## config.mk

```make
export PLATFORM = sky130hd
export DESIGN_NAME = pc_fetch_unit
export DESIGN_NICKNAME = d
export VERILOG_FILES = /design/src/rtl/pc_fetch_unit.sv
export SDC_FILE = /design/constraint.sdc
export NUM_CORES = 1
export LEC_CHECK = 0
export CORE_ASPECT_RATIO = 1.75
export CORE_UTILIZATION = 39
export DETAILED_ROUTE_END_ITERATION = 8
export GPL_ROUTABILITY_DRIVEN = 0
export MAX_ROUTING_LAYER = met4
export PLACE_DENSITY_LB_ADDON = 0.12
export SLEW_MARGIN = 25
export SYNTH_ARGS = -nofsm -noshare
export SYNTH_HDL_FRONTEND = slang
export SYNTH_SLANG_ARGS = --single-unit
export TNS_END_PERCENT = 50
```

## constraint.sdc

```tcl
create_clock -name clk -period 2.5 [get_ports clk]
set_input_delay 0.75 -clock clk [delete_from_list [all_inputs] [get_ports clk]]
set_output_delay 0.75 -clock clk [all_outputs]
set_load 0.01 [all_outputs]
```

## src/rtl/pc_fetch_unit.sv

```systemverilog
`default_nettype none
// ============================================================================
// Module   : pc_fetch_unit
// Purpose  : PC register and fetch control for the word-addressed instruction
//            memory (BOOT/RUN/HALT sequencing, redirect, stall, fault capture).
//            Optional FETCH_COUNT_EN adds a saturating fetch_count output.
// Revision : 1.0 - initial release
// ============================================================================
module pc_fetch_unit #(
    parameter int                    DATA_WIDTH   = 32,
    parameter logic [DATA_WIDTH-1:0] RESET_PC     = '0,
    parameter int                    MEM_CAPACITY = 10,
    parameter int                    CNT_WIDTH    = 32
) (
    input  logic                  clk,
    input  logic                  rstn,
    input  logic                  en,
    input  logic                  stall,
    input  logic                  pc_src,
    input  logic [DATA_WIDTH-1:0] pc_target,
    input  logic                  halt_req,
    output logic [DATA_WIDTH-1:0] pc,
    output logic [DATA_WIDTH-1:0] pc_plus4,
    output logic                  imem_en,
    output logic [DATA_WIDTH-1:0] imem_addr,
    output logic                  halted,
`ifdef FETCH_COUNT_EN
    output logic [1:0]            fault,
    output logic [CNT_WIDTH-1:0]  fetch_count
`else
    output logic [1:0]            fault
`endif
);

    typedef enum logic [1:0] {
        ST_BOOT = 2'd0,
        ST_RUN  = 2'd1,
        ST_HALT = 2'd2
    } state_t;

    localparam logic [1:0]            c_fault_none  = 2'b00;
    localparam logic [1:0]            c_fault_align = 2'b01;
    localparam logic [1:0]            c_fault_range = 2'b10;
    localparam logic [1:0]            c_fault_halt  = 2'b11;
    localparam logic [DATA_WIDTH-1:0] c_mem_cap     = DATA_WIDTH'(MEM_CAPACITY);
    localparam logic [DATA_WIDTH-1:0] c_four        = DATA_WIDTH'(4);

    if (RESET_PC[1:0] != 2'b00) begin : g_bad_reset_pc
        $error("RESET_PC must be 4-byte aligned");
    end
    if (CNT_WIDTH < 1) begin : g_bad_cnt_width
        $error("CNT_WIDTH must be at least 1");
    end

    state_t                r_state;
    state_t                w_state_nxt;
    logic [DATA_WIDTH-1:0] r_pc;
    logic [DATA_WIDTH-1:0] w_pc_nxt;
    logic [1:0]            r_fault;
    logic [1:0]            w_fault_nxt;
    logic [DATA_WIDTH-1:0] w_pc_plus4;
    logic [DATA_WIDTH-1:0] w_cand;
    logic                  w_fetch_adv;

    assign w_pc_plus4 = r_pc + c_four;

    always_ff @(posedge clk or negedge rstn) begin
        if (!rstn) begin
            r_state <= ST_BOOT;
            r_pc    <= RESET_PC;
            r_fault <= c_fault_none;
        end else begin
            r_state <= w_state_nxt;
            r_pc    <= w_pc_nxt;
            r_fault <= w_fault_nxt;
        end
    end

    // Priority: halt request, misaligned redirect, stall, redirect, sequential.
    always_comb begin
        w_state_nxt = r_state;
        w_pc_nxt    = r_pc;
        w_fault_nxt = r_fault;
        w_fetch_adv = 1'b0;
        w_cand      = pc_src ? pc_target : w_pc_plus4;
        if (en) begin
            case (r_state)
                ST_BOOT: w_state_nxt = ST_RUN;
                ST_RUN: begin
                    if (halt_req) begin
                        w_state_nxt = ST_HALT;
                        w_fault_nxt = c_fault_halt;
                    end else if (pc_src && (pc_target[1:0] != 2'b00)) begin
                        w_state_nxt = ST_HALT;
                        w_fault_nxt = c_fault_align;
                    end else if (!stall) begin
                        // Out-of-range PC is still loaded so software can inspect it.
                        w_pc_nxt = w_cand;
                        if ((w_cand >> 2) >= c_mem_cap) begin
                            w_state_nxt = ST_HALT;
                            w_fault_nxt = c_fault_range;
                        end else begin
                            w_fetch_adv = 1'b1;
                        end
                    end
                end
                default: ;
            endcase
        end
    end

    assign pc        = r_pc;
    assign pc_plus4  = w_pc_plus4;
    assign imem_addr = r_pc >> 2;
    assign imem_en   = (r_state == ST_RUN) && en && !stall;
    assign halted    = (r_state == ST_HALT);
    assign fault     = r_fault;

`ifdef FETCH_COUNT_EN
    logic [CNT_WIDTH-1:0] r_fetch_count;

    always_ff @(posedge clk or negedge rstn) begin
        if (!rstn) begin
            r_fetch_count <= '0;
        end else if (w_fetch_adv && (r_fetch_count != {CNT_WIDTH{1'b1}})) begin
            r_fetch_count <= r_fetch_count + 1'b1;
        end
    end

    assign fetch_count = r_fetch_count;
`else
    logic w_unused_adv;
    assign w_unused_adv = w_fetch_adv;
`endif

endmodule
`default_nettype wire

```

**Word level (Yosys, flattened, before mapping)**

Index checks and enable logic that the tools add are counted.

- Add/sub/neg operators: 1
- Bitwise logic cells: 3
- Eq/ne operators: 5
- Reductions and logical operators: 11
- Magnitude comparators: 1
- Muxes and demuxes: 8

Operators by type and width:

| kind | count |
|---|---|
| $add 32x3->32 const B | 1 |
| $mux 32 | 1 |
| $ge 30x4->1 const B | 1 |
| $mux 2 | 6 |
| $ne 4x4->1 const B | 2 |
| $reduce_and 4->1 | 2 |
| $reduce_and 5->1 | 1 |
| $pmux 2 s2 | 1 |
| $reduce_bool 2->1 | 2 |
| $logic_and 1x1->1 | 3 |
| $ne 3x1->1 const B | 1 |
| $not 1->1 | 3 |
| $reduce_bool 3->1 | 1 |
| $eq 2x1->1 const B | 1 |
| $eq 2x2->1 const B | 1 |
| $logic_not 2->1 | 1 |
| $logic_not 1->1 | 1 |

- Flip-flop bits (word level): 36
- Output and inout port bits: 100
- Input bits: 38

**Logic depth before layout (Yosys ltp)**

Gate-level depths: netlist (run 1).

- Word-level depth: 8
- Gate-level depth with buffers: 10

**Worst setup path before layout (run 1)**

No wires, ideal clock.

- Path type: reg2reg
- From: register r_pc[2] (netlist: pc[2])
- To: register r_state[0]
- Library setup time: 126 ps
- Required time: 2374 ps
- Stages on the path, launching flop included: 11
- Path slack: -90 ps
- Data arrival time: 2464 ps
- Period minus slack after synthesis: 2590 ps
- Cells stage by stage: dfrtp_1 > ha_1 > and4_1 > buf_6 > nand3_4 > nor4_4 > xor2_1 > nor2_1 > a22oi_1 > nor3_1 > a311o_1

- Word-level cells in the longest chain between the ends: 5

RTL lines:

| item | RTL line | text |
|---|---|---|
| start, declared | 57 | `logic [DATA_WIDTH-1:0] r_pc;` |
| start signal, assigned | 74 | `r_pc <= w_pc_nxt;` |
| $add 32x3->32 | 65 | `assign w_pc_plus4 = r_pc + c_four;` |
| named net pc_plus4[30] | 23 | `output logic [DATA_WIDTH-1:0] pc_plus4,` |
| $mux 32 | 85 | `w_cand = pc_src ? pc_target : w_pc_plus4;` |
| $ge 30x4->1 | 99 | `if ((w_cand >> 2) >= c_mem_cap) begin` |
| $ne 4x4->1 (no line) | - |  |
| $reduce_and 4->1 (no line) | - |  |
| end signal, assigned | 73 | `r_state <= w_state_nxt;` |
| end, declared | 55 | `state_t r_state;` |

The timed path passes the listed nets, and every way through them passes these cells.
A chain may end at the register's enable or synchronous reset.

**Worst setup path in the final report (run 1)**

- From: register r_pc[2] (netlist: pc[2])
- To: output pc_plus4[22]

- Word-level cells in the longest chain between the ends: 1

RTL lines:

| item | RTL line |
|---|---|
| $add 32x3->32 | 65 |
| end, declared | 23 |

Every way passes these cells.

==> flow_summary.toml, run 1 <==
[run_status]
status = "complete, but fails checks"
violations = "setup timing"

[floorplan]
floorplan.initialDensity = 0.405
core_area_mm2 = 0.00757
ios = 138
die-area_mm2 = 0.00823
die_w_um = 69.0
rows = 42
dieHeight_um = 119

[timing]
skew_ps = 5.04
hold_ws_ps = 421
setup_violations = 25
post-route-period-util = 1.09
clock.fmax_mhz = 368
post-route-min-period_ps = 2720
worst_slack_ps = -219
finalHoldViolCount = 0
rsz0062_at_grt = "true"
drv_slew = 0

[clock_network]
h-tree-depth = 2
hold_buffers = 0
cts-root-buf = "clkbuf_16"
tritoncts = "done"
insertion_delay_ps = 290
cts_made_buffers = 5
clkTransAtPathRegs_ps = 60
cts.sinks = 36
cts_max_path_buffers = 2

[logic_synthesis]
yosys_warnings = 0
ys_seq_area_frac = 0.294
synthCells = 376
avgSynthCellArea_um2 = 8.15
ys_ff_latch = 36
synth_cell_type_count = 53
synth_flop_cell = "dfrtp_1"
synth.cell_area_mm2 = 0.00307
async_flop_share = 1.00
synth_enable_flop_cells = 0

[setup_path]
path_max_fanout = 4
reg2reg_slack_ps = -200
crit_family = "simple AND/OR/NAND/NOR gates"
criticalPathCategory = "flip-flop to output pin"
critPathLaunchType = "flip-flop"
reg2reg_from = "pc[3]"
setup.worst_path.start = "pc[2]"
cp.arrival_ps = 1970
reg2reg_to = "r_state[0]"
critPathCaptureType = "output pin"
timing.critical_path.buf_inv = 2
worst_r2r_path_depth = 13
crit_path_cell_trace = "ha_2 > and4_4 > buf_4 > and3_4 > nand4_1 > xnor2_2 > buf_2"
slowest_delay_ps = 380
cp_slowest_cell = "dfrtp_1"
cp.required_ps = 1750

[layout]
n_antenna_cell = 0
final_nets = 640
fin_util = 0.745
drive_gt1_frac = 0.390
area_growth_pct = 83.9

[grt]
grt_max_degree = 37
grt_pass1_wl_um = 18600
grt_pass1_vias = 3809
grt_util_all_layers = 0.295
antenna_found_initial = 0
grt_overflow = 0

[place]
dpl_worst_slack_ps = -440
dp_hpwl_um = 8660
port_buffers = 135

[hold_path]
hold_class = "input port to async pin"

[power]
power_density_mw_per_mm2 = 804
power.static_leakage_nw = 2.61
peakVddDrop_mv = 0.766
p_total_mw = 4.53

[route]
wl_um = 12100
routed_via_density = 5.41
first_iter_violations = 218
drtAntennaViolNets = 0
vias = 3736
wire_per_inst_um = 17.6
dr.pass1.iters = 5
drc = 0

[run]
cap_violations = 0
==> repair_timing <==
item,4_1_cts,5_1_grt
resized for setup,142,27
pin swaps,39,26
buffers inserted,26,10
endpoints found under the setup margin,45,38
==> layer usage <==
layer	track usage	up-vias	share of wire
met3	0.0431	45	0.054
met2	0.533	173	0.54
met1	0.295	1768	0.35
li1	-	1750	-
met5	-	-	0
met4	0.170	0	0.055
==> registers in the layout, summed over array words and instances, names as in the netlist <==
signal,flops
fault,2
pc,32
r_state,2
==> cells in the mapped netlist (all sizes together), types with 2 or more instances <==
cell type,count,share of area
a22oi,10,0.024
nor3,15,0.024
dfrtp,36,0.29
and4,8,0.024
o22ai,5,0.010
clkbuf,13,0.016
a31o,2,0.0057
nand2,39,0.049
mux2,2,0.0086
nand4,6,0.017
mux2i,13,0.042
inv,8,0.0098
buf,46,0.11
nor2b,2,0.0041
nand3b,2,0.0049
nor4,4,0.020
and2,4,0.0090
o21ai,38,0.062
a31oi,3,0.0061
nand3,23,0.043
a21oi,15,0.024
and3,12,0.029
xnor2,16,0.046
o31ai,2,0.0049
nor2,25,0.031
or4,4,0.0098
xor2,13,0.037
==> worst reg2reg max path, delay by kind of cell (launching register included) <==
kind / cells / cell delay (ps)
compound gates: 1 / 170
simple gates: 5 / 1050
mux: 1 / 250
buf+inv: 5 / 650
flops: 1 / 380
xor+xnor: 1 / 150
==> kinds of logic (layout without fill, tap and decap cells) <==
family,Yosys count,in the layout,synth area share
buf+inv,67,292,0.136
mux,15,15,0.0510
other cells,1,2,0.00122
fa+ha+maj,1,1,0.00408
xor+xnor,29,29,0.0829
compound gates,82,82,0.162
flops,36,36,0.294
simple gates,145,145,0.269
==> power breakdown <==
part	switching [mW]	leakage (nW)	internal, mW	total (mW)
clock	0.256	0.0808	0.469	0.725
sequential	0.173	0.446	0.769	0.943
combinational	1.29	2.08	1.57	2.86
==> stage by stage <==
stage | area [µm²] | setup TNS, ps | std cells
after detailed placement | 4960 | -15420 | 646
after CTS | 5460 | -2500 | 680
after global routing | 5640 | -4940 | 690
final | 5640 | -2950 | 690
after floorplan | 3090 | -44.3 | 377
after global placement | 4960 | -15690 | 646
==> worst max-delay path by stage <==
stage                               to  cells past startpoint
after floorplan             r_state[0]                     10
after global placement      r_state[0]                      7
after detailed placement    r_state[0]                      7
after CTS                 pc_plus4[28]                      6
after global routing      pc_plus4[28]                      6
final                     pc_plus4[22]                      7
==> final cells by class <==
type,instances,area (µm²)
flip-flops and latches,36,902
repair buffers,276,2340
clock buffers,6,129
well taps,88,110
inverters,8,30.0
clock inverters,2,35.0
multi-input cells,274,2090
fillers,581,1930
==> layout by cell type, fill, tap and decap left out, types with 6 or more instances in the layout <==
cell,count
a21oi_1,15
a22oi_1,10
and3_1,7
buf_2,20
buf_4,132
buf_6,11
clkdlybuf4s50_1,104
dfrtp_1,35
inv_1,8
mux2i_1,12
nand2_1,37
nand3_1,15
nand3_4,6
nor2_1,19
nor3_1,13
o21ai_0,37
xnor2_2,8
xor2_1,7
xor2_2,6
Power figures use the tool's default switching activity.
==> inputs of run 2 (changes only) <==
--- a/config.mk
+++ b/config.mk
@@ -11,7 +11,6 @@
 export GPL_ROUTABILITY_DRIVEN = 0
 export MAX_ROUTING_LAYER = met4
 export PLACE_DENSITY_LB_ADDON = 0.12
-export SLEW_MARGIN = 25
 export SYNTH_ARGS = -nofsm -noshare
 export SYNTH_HDL_FRONTEND = slang
 export SYNTH_SLANG_ARGS = --single-unit
==> results of run 2 <==
Final layout, timing and power as in run 1 (identical DEF).
==> RTL edit 1: new RTL, flow settings as in run 2 <==
Change the parameter `DATA_WIDTH` from 32 to 40.
--- a/src/rtl/pc_fetch_unit.sv
+++ b/src/rtl/pc_fetch_unit.sv
@@ -8,5 +8,5 @@
 // ============================================================================
 module pc_fetch_unit #(
-    parameter int                    DATA_WIDTH   = 32,
+    parameter int                    DATA_WIDTH   = 40,
     parameter logic [DATA_WIDTH-1:0] RESET_PC     = '0,
     parameter int                    MEM_CAPACITY = 10,
Interface: changed (resized imem_addr, pc, pc_plus4 and pc_target); port bits go from 138 to 170. The function was not compared with the original's and may differ.
==> RTL edit 1 against run 2 <==
- the flow still finishes with violations (setup timing)
- design area increased by 27%
- final cell count is 26% higher
- power rose by 26%
- synthesized area up 20%
- core utilization up 4.4 points
- largest cell class unchanged
- wire length up 45%
- critical path type is now flop to flop
- count of clock-buffer cells in the layout stayed put
- setup slack worse by 0.82 ns
- sequential cell count up 8
- global-route usage up 5.9 points
==> RTL edit 1: results (changes against run 2) <==
[logic_synthesis]
async_flop_share = 1.00  ; unchanged
ys_seq_area_frac = 0.299  ; was 0.294
ys.flop_type = dfrtp_1  ; unchanged
synth_cell_types = 60  ; was 53
ys.warnings.count = 0  ; unchanged
synthTopCellsByCount = nand2_1, dfrtp_1, buf_4  ; was nand2_1, o21ai_0, dfrtp_1
synth_area_leaders = dfrtp_1, buf_4, o21ai_0  ; unchanged

[grt]
use_met1 = 0.375  ; was 0.295
antenna_found_initial = 0  ; unchanged
grt_usage = 0.354  ; was 0.295
gr-usage-met3 = 0.0498  ; was 0.0431
grt_max_degree = 45  ; was 37
grtUsageMet2 = 0.600  ; was 0.533
grt_pass1_wl_um = 24900  ; was 18,600 um
grt_pass1_vias = 4686  ; was 3,809

[clock_network]
cts_buffers = 5  ; unchanged
clk_pin_slew_ns = 0.07
clkLatencyLatePin_ns = 0.31  ; was 0.29 ns
h-tree-depth = 2  ; unchanged
clockRootBuffer = clkbuf_16  ; unchanged

[status]
outcome = finished with violations  ; unchanged
violations = setup timing  ; unchanged

[finish]
fillerInstances = 615  ; was 581
largest_reg_flops = 40  ; was 32
design_area_mm2 = 0.00717  ; was 0.00564 mm^2
fin_nets = 793  ; was 640
drive_above_1_share = 0.420  ; was 0.390
diodes = 0  ; unchanged

[sta]
skew_ns = 0.00727  ; was 0.00504 ns
post-route-worst-setup-slack_ns = -1.04  ; was -0.219 ns
relSlewSlack = 0.587
setup_viol = 37  ; was 25
finalSetupTns_ns = -20.03  ; was -2.95 ns

[worst_setup_path]
path_max_fanout = 4  ; unchanged
critPathArrivalTime_ns = 3.74  ; was 1.97 ns
critical-path-top-delay-family = simple AND/OR/NAND/NOR gates  ; unchanged
crit_path_max_incr_delay_ns = 0.63  ; was 0.38 ns
cp_slowest_cell = or4_4  ; was dfrtp_1

[detailed_routing]
drt-initial-drc-count = 365  ; was 218
drtPass1Iterations = 6  ; was 5
wl_met2_um = 9080  ; was 6600 um
dr_wl_met3_um = 1320  ; was 654 um
wl_um = 17600  ; was 12,100 um
wl_met1_um = 5920  ; was 4200 um
via_per_inst = 5.70  ; was 5.41

[place]
port-buffer-count = 167  ; was 135
place_area_mm2 = 0.00635  ; was 0.00496 mm^2
hpwl_um = 11900  ; was 8660 um

[min_path]
hold_class = flop to flop  ; was input port to asynchronous set/reset pin

[job]
cap_viol_max_count = 0  ; unchanged

[power]
p_leak_nw = 3.38  ; was 2.61 nW
ir_drop_uv = 539  ; was 766 uV

RTL edit 1: path summary, 6_finish.rpt:
check                      startpoint    endpoint  slack [ns]  cells after the start
max                            pc[16]    fault[1]       -1.04                      9
min                        r_state[1]  r_state[1]        0.52                      1
max reg2reg                    pc[16]    fault[1]       -1.04                      9
min reg2reg                r_state[1]  r_state[1]        0.52                      1
max in group asynchronous        rstn       pc[7]        1.50                      2
min in group asynchronous        rstn       pc[3]        0.54                      2
RTL edit 1: cell type report:
cell class,instances,area share
Timing Repair Buffer,346,0.430
Multi-Input combinational cell,330,0.365
Sequential cell,44,0.156
Tap cell,120,0.0209
Clock buffer,6,0.0180
Inverter,19,0.00995
Clock inverter,1,0.000698
RTL edit 1: kinds of logic after synthesis:
family,synth area share
DFF,0.299
AOI/OAI and AO/OA,0.157
xor gates and xnor gates,0.0857
muxes,0.0564
other,0.00102
adders and majority gates,0.00340
buffers and inverters,0.139
and+or+nand+nor,0.258
RTL edit 1: stage by stage:
stage	cells	hold WS (ns)	total power [mW]
2_1_floorplan	464	0.442	2.72
6_report	866	0.519	5.70
4_1_cts	861	0.511	5.44
3_5_place_dp	833	0.480	4.72
5_1_grt	866	0.529	5.97
3_3_place_gp	833	0.474	4.65
RTL edit 1: timing repair:
item	in CTS	in global routing
gates resized for setup	172	62
setup buffers	25	8
setup endpoints to repair	44	43
pin swaps	32	24
RTL edit 1: power breakdown:
| part | internal (mW) | switching [mW] | total [mW] |
|---|---|---|---|
| Clock | 0.365 | 0.304 | 0.669 |
| Sequential | 0.962 | 0.235 | 1.20 |
| Combinational | 2.09 | 1.74 | 3.83 |
| Total | 3.42 | 2.28 | 5.70 |
==> RTL edit 2: new RTL, config.mk and constraints of run 2 <==
Without the edit above. Encoding of `state_t`: now one-hot (3 bits for 3 states).
--- a/src/rtl/pc_fetch_unit.sv
+++ b/src/rtl/pc_fetch_unit.sv
@@ -33,8 +33,8 @@
 );
 
-    typedef enum logic [1:0] {
-        ST_BOOT = 2'd0,
-        ST_RUN  = 2'd1,
-        ST_HALT = 2'd2
+    typedef enum logic [2:0] {
+        ST_BOOT = 3'b001,
+        ST_RUN  = 3'b010,
+        ST_HALT = 3'b100
     } state_t;
 
Check against the original RTL: no difference found for any inputs over 4 cycles, from zero or initial values and one cycle with rstn low; so few cycles prove little.
==> RTL edit 2 against run 2 <==
- the run still ends with setup timing left
- first-iteration DRC count up 110%
- final cell count rose by 3.2%
- wire length is 16% higher
- fmax down 6.5%
- synthesized area increased by 2.7%
- sequential cell count is 1 higher
- via count up 12%
- die area increased by 2.7%
- non-clock buffer count rose by 4
- design area grew 4.7%
- global-route usage increased by 2.8 points
- hold slack better by 0.091 ns
- setup slack worse by 0.19 ns
- critical path type is now flop to flop
- critical endpoint is now r_state[2]
- highest routed layer unchanged
Power is not compared: it rests on default switching activity, and its combinational part moved more than twofold at a synthesized area within 25%.
==> RTL edit 2: results (changes against run 2) <==
[status]
outcome = finished with violations  ; unchanged
violations = setup timing  ; unchanged

[worst_setup_path]
critPathArrivalTime_ns = 3.07  ; was 1.97 ns
path_max_fanout = 5  ; was 4
cp_slowest_cell = dfrtp_2  ; was dfrtp_1
crit_path_max_incr_delay_ns = 0.43  ; was 0.38 ns

[finish]
fin_nets = 660  ; was 640
final_cells = 712  ; was 690
drive_above_1_share = 0.407  ; was 0.390

[detailed_routing]
wl_um = 14100  ; was 12,100 um
via_per_inst = 5.86  ; was 5.41

[sta]
skew_ns = 0.00692  ; was 0.00504 ns
post-route-worst-setup-slack_ns = -0.407  ; was -0.219 ns
setup_viol = 28  ; was 25

[place]
dp.cells = 673  ; was 646

[grt]
gr-usage-met3 = 0.0548  ; was 0.0431
grt_pass1_wl_um = 20600  ; was 18,600 um
grt_max_degree = 38  ; was 37
grtUsageMet2 = 0.582  ; was 0.533
use_met1 = 0.300  ; was 0.295
grt_usage = 0.323  ; was 0.295

[logic_synthesis]
syn_inst = 394  ; was 376
synth_area_leaders = dfrtp_1, buf_4, o21ai_0  ; unchanged
ys_seq_area_frac = 0.294  ; about the same
synth_cell_types = 57  ; was 53

[min_path]
hold_class = flop to flop  ; was input port to asynchronous set/reset pin

[RTL edit 2: cell count changes in the layout (fill, tap and decap cells not counted), moves of 5 or more]
| cell | change |
|---|---|
| a22oi_1 | -5 |
| buf_4 | -12 |
| buf_6 | +12 |
| mux2i_1 | -8 |
| nand2b_1 | +6 |
| nand4_1 | +6 |
| nor2_1 | +5 |
| o31ai_1 | +5 |
[RTL edit 2: through the flow]
step                utilization  total power [mW]  instance area (um^2)
detailed placement        0.657             0.939                  5160
global placement          0.657             0.936                  5160
finish                    0.751              1.58                  5900
CTS                       0.727              1.58                  5710
floorplan                     -             0.750                  3200
global route              0.751              1.64                  5900
[RTL edit 2: what timing repair did]
action / 4_1_cts / 5_1_grt
buffers inserted: 24 / 9
pin swaps: 38 / 26
gates cloned: 1 / 0
setup endpoints to repair: 34 / 30
resized for setup: 163 / 35
[RTL edit 2: power groups by stage]
stage	registers, mW	clock network (mW)	logic (mW)
after detailed placement	0.633	0	0.306
after floorplan	0.640	0	0.110
after global placement	0.633	0	0.303
final	0.624	0.640	0.320
after CTS	0.623	0.650	0.311
after global routing	0.625	0.672	0.340
[RTL edit 2: cell type report]
type,instances,area (um^2)
inverter,10,37.5
clock buffer,8,146
sequential,37,932
multi-input combinational,287,2190
fill,571,1950
timing repair buffer,280,2480
tap,90,113
[RTL edit 2: final timing paths]
path | slack, ns | cells past startpoint | to | startpoint
max | -0.41 | 10 | r_state[2] | pc[11]
min | 0.51 | 1 | pc[1] | pc[1]
max reg2reg | -0.41 | 10 | r_state[2] | pc[11]
min reg2reg | 0.51 | 1 | pc[1] | pc[1]
max in group asynchronous | 1.31 | 1 | pc[11] | rstn
min in group asynchronous | 0.58 | 1 | pc[1] | rstn
[RTL edit 2: layer usage]
layer  vias up  routed length (um)
li1       1823                   -
met3        87                 930
met4         0                 943
met1      1993                4540
met5         -                   0
met2       266                7710
[RTL edit 2: cell families (layout without fill, tap and decap cells)]
| kind of cell | after synthesis | count (layout) | share of synthesized area |
|---|---|---|---|
| flops | 37 | 37 | 0.294 |
| compound gates | 95 | 95 | 0.191 |
| other cells | 1 | 2 | 0.00119 |
| xor+xnor | 25 | 25 | 0.0695 |
| buf+inv | 71 | 298 | 0.136 |
| mux | 4 | 4 | 0.0127 |
| fa+ha+maj | 1 | 1 | 0.00397 |
| simple gates | 160 | 160 | 0.291 |
[RTL edit 2: worst register-to-register path: stages (launching register included)]
cell and delay, ns:
dfrtp_2 0.43, nand4_4 0.18, buf_6 0.19, buf_6 0.12
nor4_4 0.37, xor2_1 0.17, o32a_1 0.39, nor4bb_2 0.29
and4_1 0.27, a21oi_2 0.07, or3_1 0.31
